`src/rtl/wb_pkg.sv`:
```
// rtl/wb_pkg.sv - shared widths, entry type and one-hot helper for the write-back queue
package wb_pkg;

  localparam int REG_ADDR_W     = 5;
  localparam int DEFAULT_DATA_W = 32;

  typedef struct packed {
    logic [REG_ADDR_W-1:0]     regAddr;
    logic [DEFAULT_DATA_W-1:0] data;
  } wb_entry_t;

  function automatic logic [31:0] onehot32(input logic [REG_ADDR_W-1:0] regAddr);
    onehot32 = 32'd1 << regAddr;
  endfunction

endpackage

```
`src/rtl/wb_fifo.sv`:
```
// rtl/wb_fifo.sv - result FIFO with an age-ordered entry view (index 0 = head); WBQ_FORWARD_EN adds the data view
module wb_fifo
  import wb_pkg::*;
#(
  parameter int DEPTH  = 4,
  parameter int DATA_W = DEFAULT_DATA_W
) (
  input  logic                              clock,
  input  logic                              reset,
  input  logic                              push,
  input  logic [REG_ADDR_W-1:0]             pushReg,
  input  logic [DATA_W-1:0]                 pushData,
  input  logic                              pop,
  output logic [$clog2(DEPTH):0]            count,
  output logic [DATA_W-1:0]                 headData,
  output logic [DEPTH-1:0]                  ageValid,
  output logic [DEPTH-1:0][REG_ADDR_W-1:0]  ageReg
`ifdef WBQ_FORWARD_EN
  ,
  output logic [DEPTH-1:0][DATA_W-1:0]      ageData
`endif
);

  localparam int PTR_W = $clog2(DEPTH);
  localparam int CNT_W = PTR_W + 1;

  logic [REG_ADDR_W-1:0] memReg  [DEPTH];
  logic [DATA_W-1:0]     memData [DEPTH];
  logic [PTR_W-1:0]      headPtr;
  logic [PTR_W-1:0]      tailPtr;

  always_ff @(posedge clock or negedge reset) begin
    if (!reset) begin
      headPtr <= '0;
      tailPtr <= '0;
      count   <= '0;
    end else begin
      if (push) tailPtr <= tailPtr + PTR_W'(1);
      if (pop)  headPtr <= headPtr + PTR_W'(1);
      case ({push, pop})
        2'b10:   count <= count + CNT_W'(1);
        2'b01:   count <= count - CNT_W'(1);
        default: count <= count;
      endcase
    end
  end

  // Payload needs no reset: count gates every read of it.
  always_ff @(posedge clock) begin
    if (push) begin
      memReg[tailPtr]  <= pushReg;
      memData[tailPtr] <= pushData;
    end
  end

  assign headData = memData[headPtr];

  always_comb begin
    for (int i = 0; i < DEPTH; i++) begin
      ageValid[i] = CNT_W'(i) < count;
      ageReg[i]   = memReg[headPtr + PTR_W'(i)];
`ifdef WBQ_FORWARD_EN
      ageData[i]  = memData[headPtr + PTR_W'(i)];
`endif
    end
  end

endmodule

```
`src/rtl/writeback_queue.sv`:
```
// rtl/writeback_queue.sv - buffered register-file write-back with pending mask; WBQ_FORWARD_EN adds forward lookup
module writeback_queue
  import wb_pkg::*;
#(
  parameter int DEPTH  = 4,
  parameter int DATA_W = DEFAULT_DATA_W
) (
  input  logic                  clock,
  input  logic                  reset,
  input  logic                  enqValid,
  output logic                  enqReady,
  input  logic [REG_ADDR_W-1:0] enqReg,
  input  logic [DATA_W-1:0]     enqData,
  output logic                  regWrite,
  output logic [REG_ADDR_W-1:0] writeReg,
  output logic [DATA_W-1:0]     writeData,
  output logic [31:0]           pendingMask
`ifdef WBQ_FORWARD_EN
  ,
  input  logic [REG_ADDR_W-1:0] fwdReg,
  output logic                  fwdHit,
  output logic [DATA_W-1:0]     fwdData
`endif
);

  localparam int CNT_W = $clog2(DEPTH) + 1;

  logic [CNT_W-1:0]                 count;
  logic [DATA_W-1:0]                headData;
  logic [DEPTH-1:0]                 ageValid;
  logic [DEPTH-1:0][REG_ADDR_W-1:0] ageReg;
`ifdef WBQ_FORWARD_EN
  logic [DEPTH-1:0][DATA_W-1:0]     ageData;
`endif

  logic accept;
  logic storeable;
  logic fifoEmpty;
  logic push;
  logic pop;

  assign enqReady  = reset && (count < CNT_W'(DEPTH));
  assign accept    = enqValid && enqReady;
  assign storeable = accept && (enqReg != '0);
  assign fifoEmpty = (count == '0);
  assign pop       = !fifoEmpty;
  // An empty FIFO hands the new result straight to the output stage.
  assign push      = storeable && !fifoEmpty;

  wb_fifo #(
    .DEPTH  (DEPTH),
    .DATA_W (DATA_W)
  ) u_fifo (
    .clock    (clock),
    .reset    (reset),
    .push     (push),
    .pushReg  (enqReg),
    .pushData (enqData),
    .pop      (pop),
    .count    (count),
    .headData (headData),
    .ageValid (ageValid),
    .ageReg   (ageReg)
`ifdef WBQ_FORWARD_EN
    ,
    .ageData  (ageData)
`endif
  );

  always_ff @(posedge clock or negedge reset) begin
    if (!reset) begin
      regWrite  <= 1'b0;
      writeReg  <= '0;
      writeData <= '0;
    end else if (!fifoEmpty) begin
      regWrite  <= 1'b1;
      writeReg  <= ageReg[0];
      writeData <= headData;
    end else if (storeable) begin
      regWrite  <= 1'b1;
      writeReg  <= enqReg;
      writeData <= enqData;
    end else begin
      regWrite  <= 1'b0;
    end
  end

  always_comb begin
    pendingMask = regWrite ? onehot32(writeReg) : 32'd0;
    for (int i = 0; i < DEPTH; i++) begin
      if (ageValid[i]) pendingMask = pendingMask | onehot32(ageReg[i]);
    end
  end

`ifdef WBQ_FORWARD_EN
  // Oldest candidate first so that each younger match overrides it.
  always_comb begin
    fwdHit  = 1'b0;
    fwdData = '0;
    if (fwdReg != '0) begin
      if (regWrite && (writeReg == fwdReg)) begin
        fwdHit  = 1'b1;
        fwdData = writeData;
      end
      for (int i = 0; i < DEPTH; i++) begin
        if (ageValid[i] && (ageReg[i] == fwdReg)) begin
          fwdHit  = 1'b1;
          fwdData = ageData[i];
        end
      end
    end
  end
`endif

endmodule
```
`config.mk`:
```
export PLATFORM = sky130hd
export DESIGN_NAME = writeback_queue
export DESIGN_NICKNAME = d
export VERILOG_FILES = /design/src/rtl/wb_pkg.sv /design/src/rtl/wb_fifo.sv /design/src/rtl/writeback_queue.sv
export SDC_FILE = /design/constraint.sdc
export NUM_CORES = 1
export LEC_CHECK = 0
export BUFFER_PORTS_ARGS = -buffer_cell sky130_fd_sc_hd__buf_2
export CAP_MARGIN = 20
export CORE_MARGIN = 3
export CORE_UTILIZATION = 30
export DETAILED_ROUTE_END_ITERATION = 16
export PLACE_DENSITY = 0.52
export RECOVER_POWER = 50
export SLEW_MARGIN = 25
export SYNTH_ARGS = -nofsm -noshare
export SYNTH_HDL_FRONTEND = slang
export SYNTH_SLANG_ARGS = --single-unit
```
`constraint.sdc`:
```
create_clock -name clock -period 3.6 [get_ports clock]
set_input_delay 0.72 -clock clock [delete_from_list [all_inputs] [get_ports clock]]
set_output_delay 0.72 -clock clock [all_outputs]
set_load 0.02 [all_outputs]
```
Yosys cells after proc, flatten, opt, wreduce, memory -nomap -nowiden
Memory sizes are Yosys's and may differ from the RTL's.
Index checks and enable logic that the tools add are counted.
{ "totals": {"regBits": 45, "mem_count": 2, "ramBits": 148, "output_inout_bits": 71, "inputBits": 40, "wordCells": 53} }
{ "classes": {"n_eq_ne": 3, "mux": 14, "reduce_logical": 8, "shift": 5, "n_lt_le_gt_ge": 5, "addsub": 6, "bitwise_logic": 4} }
{ "mem_list": {"columns": ["memory", "words", "word_bits", "read_ports", "rd_clocked_by_memory_dff", "write_ports", "line", "text"], "rows": [
  ["u_fifo.memData", 4, 32, 1, 0, 1, "wb_fifo.sv:28", "logic [DATA_W-1:0] memData [DEPTH];"],
  ["u_fifo.memReg", 4, 5, 4, 0, 1, "wb_fifo.sv:27", "logic [REG_ADDR_W-1:0] memReg [DEPTH];"]
]} }
{ "op_table": {"columns": ["op", "count"], "rows": [
  ["32-bit 2-to-1 mux", 7],
  ["1-bit by 5-bit << shifter with 32-bit output (first input constant)", 5],
  ["32-bit OR", 4],
  ["5-bit 2-to-1 mux", 2],
  ["1-bit by 3-bit less-than comparator with 1-bit output (first input constant)", 2],
  ["2-bit by 3-bit less-than comparator with 1-bit output (first input constant)", 2],
  ["3-bit case mux with 2 select lines", 1],
  ["5-bit nonzero test", 1],
  ["2-bit by 1-bit adder with 2-bit output (second input constant)", 2],
  ["2-bit adder (second input constant)", 2],
  ["1-bit logical AND", 4],
  ["1-bit 2-to-1 mux", 4],
  ["3-bit by 1-bit adder with 3-bit output (second input constant)", 1],
  ["3-bit logical NOT", 1],
  ["3-bit less-than comparator (second input constant)", 1],
  ["3-bit by 1-bit subtractor with 3-bit output (second input constant)", 1],
  ["2-bit by 1-bit equality test with 1-bit output (second input constant)", 1],
  ["2-bit equality test (second input constant)", 1],
  ["2-bit != test (second input constant)", 1],
  ["2-bit nonzero test", 1],
  ["1-bit logical NOT", 1]
]} }

Depth between registers and ports, before layout
Gate-level depths: netlist of the first run.
{ "depth": {"ltp_word": 10, "depth_mapped": 8, "mapped_depth_nobuf": 6} }

Modules after synthesis
Synthesis of the first run repeated with hierarchy kept, for this count alone.
{ "hier_totals": {"hier_cells": 681, "hier_area_um2": 9256.4} }
{ "by_module_without_submodules": {"columns": ["module", "n_inst", "cells_each", "area_each_um2", "seq_area_each_um2"], "rows": [
  ["wb_fifo", 1, 254, 6193.4, 4619.4],
  ["writeback_queue", 1, 427, 3062.9, 950.9]
]} }

Worst setup path before layout of the first run
Ideal clock, no wire load.
{ "synth_path": {"path_type": "in2reg", "start": "input enqValid", "end": "memory u_fifo.memData[0][0] in the netlist's numbering (enable)", "t_required_ns": 3.202, "setup_slack_ns": 0.815, "setup_time_ns": 0.398, "n_path_buf": 1, "stages": 5, "arrival_ns": 2.387, "cell_sequence": "and3b_1 > clkbuf_1 > o21ai_1 > nor2_1 > and2_1"} }
{ "synth_between": {"elab_chain_len": 5} }
{ "synth_rtl": {"columns": ["item", "line", "text"], "rows": [
  ["from (decl)", "writeback_queue.sv:10", "input logic enqValid,"],
  ["1-bit logical AND", "writeback_queue.sv:43", "assign accept = enqValid && enqReady;"],
  ["1-bit logical AND", "writeback_queue.sv:44", "assign storeable = accept && (enqReg != '0);"],
  ["1-bit logical AND", "writeback_queue.sv:48", "assign push = storeable && !fifoEmpty;"],
  ["1-bit 2-to-1 mux", "wb_fifo.sv:50", "if (push) begin"],
  ["1-bit 2-to-1 mux (not written as such)", "wb_fifo.sv:52", "memData[tailPtr] <= pushData;"],
  ["to (decl)", "wb_fifo.sv:28", null]
]} }
No other way between the ends.

Worst setup path after layout of the first run
{ "layout_path": {"start": "register u_fifo.headPtr[0]", "end": "output pendingMask[17]"} }
{ "layout_between": {"elab_chain_len": 10, "word_cells_on_any_way": 16, "classes_between": "3 x add/sub; 4 x shift; 4 x mux; 4 x bitwise; 1 x memory"} }
{ "layout_rtl": {"columns": ["item", "line", "text"], "rows": [
  ["from (decl)", "wb_fifo.sv:29", "logic [PTR_W-1:0] headPtr;"],
  ["from (signal assigned)", "wb_fifo.sv:39", "if (pop) headPtr <= headPtr + PTR_W'(1);"],
  ["memory 4 x 5 bit *", null, null],
  ["1-bit by 5-bit << shifter with 32-bit output", "wb_pkg.sv:13", "onehot32 = 32'd1 << regAddr;"],
  ["32-bit OR", "writeback_queue.sv:91", "if (ageValid[i]) pendingMask = pendingMask | onehot32(ageReg[i]);"],
  ["32-bit 2-to-1 mux", "writeback_queue.sv:91", null],
  ["32-bit OR", "writeback_queue.sv:91", null],
  ["32-bit 2-to-1 mux", "writeback_queue.sv:91", null],
  ["32-bit OR", "writeback_queue.sv:91", null],
  ["32-bit 2-to-1 mux", "writeback_queue.sv:91", null],
  ["32-bit OR", "writeback_queue.sv:91", null],
  ["32-bit 2-to-1 mux *", "writeback_queue.sv:91", null],
  ["to (decl)", "writeback_queue.sv:17", "output logic [31:0] pendingMask"]
]} }
Mark *: on every way between the ends. The rest lies on a longest branch, timed or not.

==> results of run 1 <==
metrics by stage:
step	instance area [um^2]	setup WS, ps	util (%)	instances
5_1_grt	10920	11.22	35.62	1167
6_report	10920	166.3	35.62	1167
3_5_place_dp	10390	486.7	33.88	1134
4_1_cts	11000	23.22	35.86	1166
3_3_place_gp	10380	485.7	33.86	1134
2_1_floorplan	9383	815.4	-	658
synth_stat cells (2+ instances only):
cell / number
edfxtp_1: 148
nand3_1: 96
mux4_2: 50
dfrtp_1: 45
a22oi_1: 35
mux2i_1: 33
o21ai_1: 27
nand2_1: 25
nor2_1: 23
clkbuf_1: 18
nor2b_1: 17
a32oi_1: 16
buf_1: 14
and2_1: 13
buf_2: 13
nand4_1: 13
ha_1: 7
and4b_1: 6
inv_1: 6
o21ai_0: 6
nand2b_1: 4
xnor2_1: 4
a31oi_1: 3
buf_4: 3
nor3_1: 3
nor4b_4: 3
a21oi_1: 2
a221oi_1: 2
and2_0: 2
mux4_1: 2
nor4_4: 2
nor4b_2: 2
state kept, by name, indices dropped and copies added, names as in the netlist:
| signal | count |
|---|---|
| u_fifo.count | 3 |
| u_fifo.memData | 128 |
| writeData | 32 |
| writeReg | 5 |
| regWrite | 1 |
| u_fifo.memReg | 20 |
| u_fifo.headPtr | 2 |
| u_fifo.tailPtr | 2 |
where the power goes:
part / switching (uW) / internal (uW) / total [uW]
Combinational: 2970 / 1700 / 4670
Clock: 826 / 1110 / 1930
Sequential: 351 / 2850 / 3200
timing repair:
| action | 4_1_cts | 5_1_grt |
|---|---|---|
| setup buffers | 0 | 1 |
| endpoints found under the setup margin | 0 | 29 |
| gates resized for setup | 0 | 5 |
| hold buffers | 0 | 0 |
worst min-delay path by stage:
stage | end | slack, ps | cells past startpoint
2_1_floorplan | regWrite$_DFF_PN0_ | 420 | 0
3_3_place_gp | writeData[15]$_DFFE_PN0P_ | 490 | 2
3_5_place_dp | writeData[14]$_DFFE_PN0P_ | 490 | 2
4_1_cts | u_fifo.memData[0][16]$_DFFE_PP_ | 500 | 1
5_1_grt | writeData[15]$_DFFE_PN0P_ | 540 | 2
6_report | writeData[2]$_DFFE_PN0P_ | 510 | 2
logic make-up after synthesis:
group / synth area share (%)
buffers and inverters: 2.840
multiplexers: 16.20
flip-flops: 59.37
AND/OR/NAND/NOR: 13.44
XOR/XNOR: 0.3733
adder cells (fa/ha/maj): 0.9334
AO/OA/AOI/OAI: 6.841
metal layers:
layer  GRT usage, %  vias to the layer above
li1               -                     2821
met1          20.55                     3132
met2          23.07                      240
met3          3.868                       32
met4          4.717                        0
met5              0                        -
critical path, cell delays in order (launching register included):
cell and delay (ps):
dfrtp_4 580, mux4_2 600, nor2b_1 510, a32oi_1 260
nand3_1 160, buf_2 170
placed cells by master, fill, tap and decap left out, drive strengths merged, types with 2 or more instances in the layout:
master / n
clkinvlp: 4
nor2b: 17
nand4: 13
o21ai: 33
mux4: 52
nor2: 24
inv: 10
and4bb: 2
a22oi: 35
and4b: 6
nor4b: 5
bufinv: 3
nor4: 3
a21oi: 3
buf: 60
a221oi: 2
and2: 15
dfrtp: 45
clkbuf: 90
a31oi: 3
nand2: 25
mux2i: 33
nand3: 96
clkinv: 3
a32oi: 16
edfxtp: 148
ha: 7
xnor2: 4
nand2b: 4
nor3: 3
final cells by class:
| cell class | count | share of cell area [%] |
|---|---|---|
| clock buffer | 18 | 3.929 |
| clock inverter | 14 | 1.638 |
| inverter | 6 | 0.2062 |
| multi-input combinational | 408 | 32.73 |
| sequential | 193 | 51.07 |
| tap | 396 | 4.536 |
| timing repair buffer | 132 | 5.899 |
==> flow_summary.toml, run 1 <==
[outcome]
outcome = "complete, no violations"

[timing]
period_minus_slack_ps = 3434
relSlewSlack_pct = 11.29
rsz0062_at_grt = "no"
worst_pin_slew_ps = 1331
whs_ps = 508.3
finalClockSkew_ps = 11.28
maxSlewViolCount = 0
fin_tns_setup_ps = 0
fin_crit_sh_pct = 95.38
max_freq_mhz = 291.2
setup_violations = 0
hold_violations = 0

[grt]
grt_pass1_vias = 6252
grt_pass1_wl_mm = 38.54
antenna_found_initial = 1
gr-total-overflow = 0
grt_max_degree = 48
track_usage_pct = 14.85

[synthesis]
synth_nets = 705
syn_area_um2 = 9383
ys_types = 47
ys.flop_type = "edfxtp_1"
yosysWarnings = 0
ys_seq_elements = 193
synth_edf_count = 148
synth.avg_cell_area_um2 = 14.26
synth_top_area_share_pct = 47.37
yosysSeqAreaShare_pct = 59.37
async_flop_share_pct = 23.32
yosysTopAreaCell = "edfxtp_1"
yosys-top-cells-area = "edfxtp_1 47%, dfrtp_1 12%, mux4_2 12%, nand3_1 5.1%, mux2i_1 3.5%"
syn_inst = 658

[worst_setup_path]
path_class = "reg -> out"
reg2reg_from = "u_fifo.count[2]$_DFFE_PN0P_"
cp-end-kind = "output pin"
critPathCapture = "pendingMask[17]"
worstPathArrival_ps = 2710
reg2reg_to = "u_fifo.memData[2][5]$_DFFE_PP_"
cp_max_fo = 14
crit_path_start = "u_fifo.headPtr[0]$_DFFE_PN0N_"
rr_worst_depth = 5
critPathRequiredTime_ps = 2880
startpoint_type = "flop"
rrSetupSlack_ps = 840

[detailed_routing]
top_layer_used = "met4"
route.detailed.drc = 0
drt_iter0_markers = 664
routed_wl_mm = 24.76
wl_met2_mm = 11.33
wl_met3_mm = 1.698
route.vias.total = 6225
wl_per_cell_um = 21.22
drt-pass1-iter-count = 5
drt.antenna.violating_nets = 0
routed_via_density = 5.334
m1WireLength_mm = 11.14

[die]
top_level_ports = 111
initial_core_util_pct = 30.59
die_x_um = 182.9
rows = 64
core_area_um2 = 30670
die_y_um = 182.9
die_area_um2 = 33430

[clock_tree]
clkLatencyLatePin_ps = 430
cts_tree = "done"
clock_path_buffers = 2
h-tree-depth = 4
clkTransAtPathRegs_ps = 70
cts_root_buffer = "clkbuf_16"
cts_buffers = 17
clock-sinks = 193

[placed_design]
routabilityCongestion = 0.9283
portBuffers = 110
hpwl_mm = 16.95

[pwr]
p_per_area_nw_per_um2 = 897.2
total_power_uw = 9800
p_leak_uw = 0.003685
ir_drop_v = 0.0004333

[min_path]
min_from = "writeData[2]$_DFFE_PN0P_"
worstHoldPathType = "reg -> reg"

[layout]
area_growth_pct = 16.42
nFillCells = 3026
multi_input_area_um2 = 3575
num_antenna_cells = 0
drive_gt1_share_pct = 21.66
nets = 805
regArea_um2 = 5578

[run]
max_cap_violations = 0
(Power assumes the default switching activity.)
==> inputs of run 2 (changes only) <==
--- a/config.mk
+++ b/config.mk
@@ -7,6 +7,7 @@
 export LEC_CHECK = 0
 export BUFFER_PORTS_ARGS = -buffer_cell sky130_fd_sc_hd__buf_2
 export CAP_MARGIN = 20
+export CORE_ASPECT_RATIO = 0.5
 export CORE_MARGIN = 3
 export CORE_UTILIZATION = 30
 export DETAILED_ROUTE_END_ITERATION = 16
==> run 2 against run 1 <==
  * Sequential power hardly changed
  * Worst hold slack worse by 6.6 ps
  * Clock skew is 3.6 ps lower
  * Power is 0.61% lower
  * Die area is 0.38% higher
  * Clock power is 5% lower
  * First-iteration DRC count is 14% lower
  * Sequential share of layout area hardly changed
  * Final area hardly changed
  * Maximum frequency is 1.3% lower
  * Critical path type unchanged
  * Largest power group unchanged
  * Highest routed layer unchanged
==> flow_summary.toml, run 2 (synthesis results as in run 1) <==
[detailed_routing]
route.vias.total = 6301
routed_via_density = 5.304
wl_per_cell_um = 21.62
route.detailed.drc = 0
drt_iter0_markers = 570
drt-pass1-iter-count = 7
routed_wl_mm = 25.68
drt.antenna.violating_nets = 0

[placed_design]
portBuffers = 110
dpl.cell_count = 1155
dp_slack_ps = 446.6
routabilityCongestion = 0.9029
hpwl_mm = 17.36

[clock_tree]
clock-sinks = 193
hold_buffers = 0
clkTransAtPathRegs_ps = 70
cts_buffers = 17
clkLatencyLatePin_ps = 420
cts_root_buffer = "clkbuf_16"
clock_path_buffers = 2
cts_tree = "done"
h-tree-depth = 4

[worst_setup_path]
critPathCapture = "pendingMask[5]"
critPathBufInv = 1
worstPathArrival_ps = 2760
crit_family = "multiplexers"
cp-end-kind = "output pin"
critPathRequiredTime_ps = 2880
rrSetupSlack_ps = 930
rr_worst_depth = 5
reg2reg_to = "u_fifo.memReg[3][1]$_DFFE_PP_"
startpoint_type = "flop"
worstPathCellList = "mux4_2 > nor2_1 > a32oi_1 > nand3_1 > buf_2"
crit_cells = 5
reg2reg_from = "u_fifo.count[2]$_DFFE_PN0P_"
path_class = "reg -> out"
crit_slowest_cell = "mux4_2"
crit_path_start = "u_fifo.headPtr[1]$_DFFE_PN0N_"
cp_slowest_stage_delay_ps = 660
cp_max_fo = 22

[layout]
top_register = "u_fifo.memData"
drive_gt1_share_pct = 21.57
final_util_pct = 35.72
largest_reg_flops = 128
layout_commonest_cell = "edfxtp_1"
reg_top3 = "u_fifo.memData: 128 flops, writeData: 32 flops, u_fifo.memReg: 20 flops"
finalNonFillerCells = 1188
nets = 799
mostFrequentLayoutCells = "148 x edfxtp_1, 96 x nand3_1, 72 x clkbuf_1"
num_antenna_cells = 0
area_growth_pct = 16.39

[grt]
grt_pass1_wl_mm = 37.87
gr-total-overflow = 0
grt_pass1_vias = 6166
track_usage_pct = 14.87
antenna_found_initial = 0
grt_max_degree = 47

[pwr]
ir_drop_v = 0.0002792
p_per_area_nw_per_um2 = 891.9
p_leak_uw = 0.003666

[timing]
setup_violations = 0
relSlewSlack_pct = 13.56
maxSlewViolCount = 0
period_minus_slack_ps = 3477
hold_violations = 0
fin_ws_ps = 122.8
fin_tns_setup_ps = 0
fin_crit_sh_pct = 96.59
max_freq_mhz = 287.6
worst_pin_slew_ps = 1297
whs_ps = 501.6
finalClockSkew_ps = 7.685
rsz0062_at_grt = "no"

[die]
initial_core_util_pct = 30.69
core_area_um2 = 30570
rows = 45
die_x_um = 256.1
top_level_ports = 111
die_area_um2 = 33560
die_y_um = 131.1

[run]
max_cap_violations = 0

[outcome]
outcome = "complete, no violations"

[min_path]
worstHoldPathType = "reg -> reg"
## run 2: cell type report
cell class,count,area [um^2]
fillers,2988,19650
flip-flops and latches,193,5578
multi-input cells,408,3623
repair buffers,126,595.6
well taps,423,529.3
clock buffers,18,429.2
clock inverters,14,142.6
inverters,6,22.52
## run 2: worst min path at each step
stage                                   start                              to  slack, ps  cells after the start
floorplan                               reset              regWrite$_DFF_PN0_        420                      0
global route         writeData[9]$_DFFE_PN0P_        writeData[9]$_DFFE_PN0P_        550                      2
CTS                                enqData[3]  u_fifo.memData[2][3]$_DFFE_PP_        500                      1
global placement    writeData[16]$_DFFE_PN0P_       writeData[16]$_DFFE_PN0P_        480                      2
finish              writeData[15]$_DFFE_PN0P_       writeData[15]$_DFFE_PN0P_        500                      2
detailed placement  writeData[15]$_DFFE_PN0P_       writeData[15]$_DFFE_PN0P_        490                      2
## run 2: what timing repair did
action,4_1_cts,5_1_grt
cloned,0,0
resized for setup,1,12
setup endpoints to repair,3,29
buffers inserted,0,1
## run 2: metal layers
metal	vias to the layer above	global-route usage (%)	part of all wire, %
li1	2819	-	-
met1	3255	18.67	41
met2	195	26.72	52
met3	32	2.706	5.0
met4	0	4.316	1.6
met5	-	0	0
## run 2: worst min-delay path: stages, from the launching register on
cell and delay (ps):
dfrtp_1 350, nand3_1 60, o21ai_0 60
## run 2: where the power goes
| part | total, uW | switching, uW | internal, uW |
|---|---|---|---|
| Combinational | 4700 | 3020 | 1680 |
| Clock | 1840 | 863 | 979 |
| Sequential | 3200 | 348 | 2850 |
| Total | 9740 | 4240 | 5500 |
## run 2: stage by stage
stage / area [um^2] / total power (uW)
global placement: 10370 / 7913
CTS: 10950 / 9792
finish: 10920 / 9740
global route: 10920 / 10320
floorplan: 9383 / 6529
detailed placement: 10380 / 7954
==> inputs of run 3 (changes only) <==
--- a/config.mk
+++ b/config.mk
@@ -9,9 +9,9 @@
 export CAP_MARGIN = 20
 export CORE_ASPECT_RATIO = 0.5
 export CORE_MARGIN = 3
-export CORE_UTILIZATION = 30
+export CORE_UTILIZATION = 59
 export DETAILED_ROUTE_END_ITERATION = 16
-export PLACE_DENSITY = 0.52
+export PLACE_DENSITY = 0.86
 export RECOVER_POWER = 50
 export SLEW_MARGIN = 25
 export SYNTH_ARGS = -nofsm -noshare
==> run 3 against run 2 <==
  * Critical endpoint is now pendingMask[6]
  * Critical path depth unchanged
  * Clock power rose by 6%
  * Via count increased by 6.2%
  * Count of clock-buffer cells in the layout is 1 lower
  * Maximum frequency hardly changed
  * Combinational power about the same
  * Register-to-register slack is essentially flat
  * Worst hold slack gained 8.1 ps
  * Clock skew grew 5.4 ps
  * Sequential power is 1% higher
  * Largest power group unchanged
==> flow_summary.toml, run 3 (synthesis results as in run 1) <==
[clock_tree]
cts_tree = "done"
cts_setup_buffers = 0
h-tree-depth = 4
clkTransAtPathRegs_ps = 70
clock_path_buffers = 2
cts_root_buffer = "clkbuf_16"
cts_buffers = 17
clock-sinks = 193
clkLatencyLatePin_ps = 440
hold_buffers = 0
cts_resized = 0

[placed_design]
portBuffers = 110
dpl.cell_count = 929
dpl-instance-area_um2 = 10080
routabilityCongestion = 0.9183
hpwl_mm = 15.49
dp_slack_ps = 493.4

[worst_setup_path]
critPathRequiredTime_ps = 2880
path_class = "reg -> out"
cp-end-kind = "output pin"
startpoint_type = "flop"
worstPathArrival_ps = 2760
cp_max_fo = 21

[grt]
antenna_found_initial = 0
gr-total-overflow = 0
grt.busiest_layer = "met2"
grt_max_degree = 75
track_usage_pct = 29.10
grtUsageMet2_pct = 45.50
grtUsageMet3_pct = 5.221
grt_pass1_vias = 6454
grt_pass1_wl_mm = 37.87
met1_usage_pct = 40.88

[pwr]
ir_drop_v = 0.0004658
p_comb_share_pct = 47.5
clkPwrFrac_pct = 19.7
p_leak_uw = 0.003652
netSwitchingFraction_pct = 43.56
p_per_area_nw_per_um2 = 930.3
p_switching_uw = 4310
seqPwrFrac_pct = 32.7
p_int_uw = 5583

[detailed_routing]
wl_per_cell_um = 25.80
drt_iter0_markers = 870
routed_via_density = 6.960
route.vias.total = 6689
drt-pass1-iter-count = 7
route.detailed.drc = 0
drt.antenna.violating_nets = 0
routed_wl_mm = 24.79

[layout]
area_growth_pct = 13.33
num_antenna_cells = 0
nets = 797
nFillCells = 977
postLayoutCellArea_um2 = 10630
multi_input_area_um2 = 3602
layout_commonest_cell = "edfxtp_1"
finalNonFillerCells = 961
drive_gt1_share_pct = 20.45
mostFrequentLayoutCells = "148 x edfxtp_1, 96 x nand3_1, 73 x clkbuf_1"
reg_top3 = "u_fifo.memData: 128 flops, writeData: 32 flops, u_fifo.memReg: 20 flops"
regArea_um2 = 5578
largest_reg_flops = 128
top_register = "u_fifo.memData"

[timing]
rsz0062_at_grt = "no"
worst_pin_slew_ps = 1022
relSlewSlack_pct = 31.88
max_freq_mhz = 287.6
fin_tns_setup_ps = 0
fin_crit_sh_pct = 96.58
fin_ws_ps = 123.2
maxSlewViolCount = 0
whs_ps = 509.7
setup_violations = 0
finalClockSkew_ps = 13.10
period_minus_slack_ps = 3477
hold_violations = 0

[run]
max_cap_violations = 0

[die]
die_area_um2 = 17540
core_area_um2 = 15010
rows = 31
top_level_ports = 111
die_x_um = 184.3
initial_core_util_pct = 62.51
die_y_um = 95.17

[min_path]
worstHoldPathType = "reg -> reg"

[outcome]
outcome = "complete, no violations"
run 3: cell types whose count changed in the layout (fill, tap and decap cells not counted), sizes merged:
cell      delta
bufinv       +1
clkinvlp     +1
inv          -1
buf          -3
run 3: worst paths after layout:
path,from,to,slack [ps],cells past startpoint
setup / recovery,u_fifo.headPtr[0]$_DFFE_PN0N_,pendingMask[6],120,5
hold / removal,writeData[14]$_DFFE_PN0P_,writeData[14]$_DFFE_PN0P_,510,2
setup reg to reg,u_fifo.count[1]$_DFFE_PN0P_,writeData[15]$_DFFE_PN0P_,920,7
hold reg to reg,writeData[14]$_DFFE_PN0P_,writeData[14]$_DFFE_PN0P_,510,2
max in group asynchronous,reset,u_fifo.headPtr[0]$_DFFE_PN0N_,2540,2
min in group asynchronous,reset,writeData[27]$_DFFE_PN0P_,550,2
run 3: power groups by stage:
stage / clock, uW / combinational (uW) / sequential (uW)
2_1_floorplan: 0 / 3190 / 3340
4_1_cts: 1960 / 4690 / 3220
5_1_grt: 2050 / 5020 / 3290
6_report: 1950 / 4700 / 3240
3_5_place_dp: 0 / 4610 / 3260
3_3_place_gp: 0 / 4510 / 3220
run 3: metal layers:
layer	vias up	share of wire, %
li1	2810	-
met1	3333	40
met2	486	47
met3	60	9.8
met4	0	3.2
met5	-	0
run 3: area by class of cell:
cell class / instances / share of cell area [%]
Sequential cell: 193 / 52.45
Multi-Input combinational cell: 408 / 33.87
Timing Repair Buffer: 124 / 5.307
Clock buffer: 17 / 4.000
Tap cell: 198 / 2.330
Clock inverter: 15 / 1.824
Inverter: 6 / 0.2118
run 3: stage by stage:
stage	util (%)	total power [uW]
finish	70.84	9893
CTS	71.25	9870
global placement	67.09	7729
detailed placement	67.13	7869
global route	70.84	10360
floorplan	-	6529
run 3: critical path, stage by stage (launching register included):
cell	delay (ps)
dfrtp_4	640
mux4_2	700
nor4b_4	470
a22oi_1	180
nand3_1	150
buf_2	180
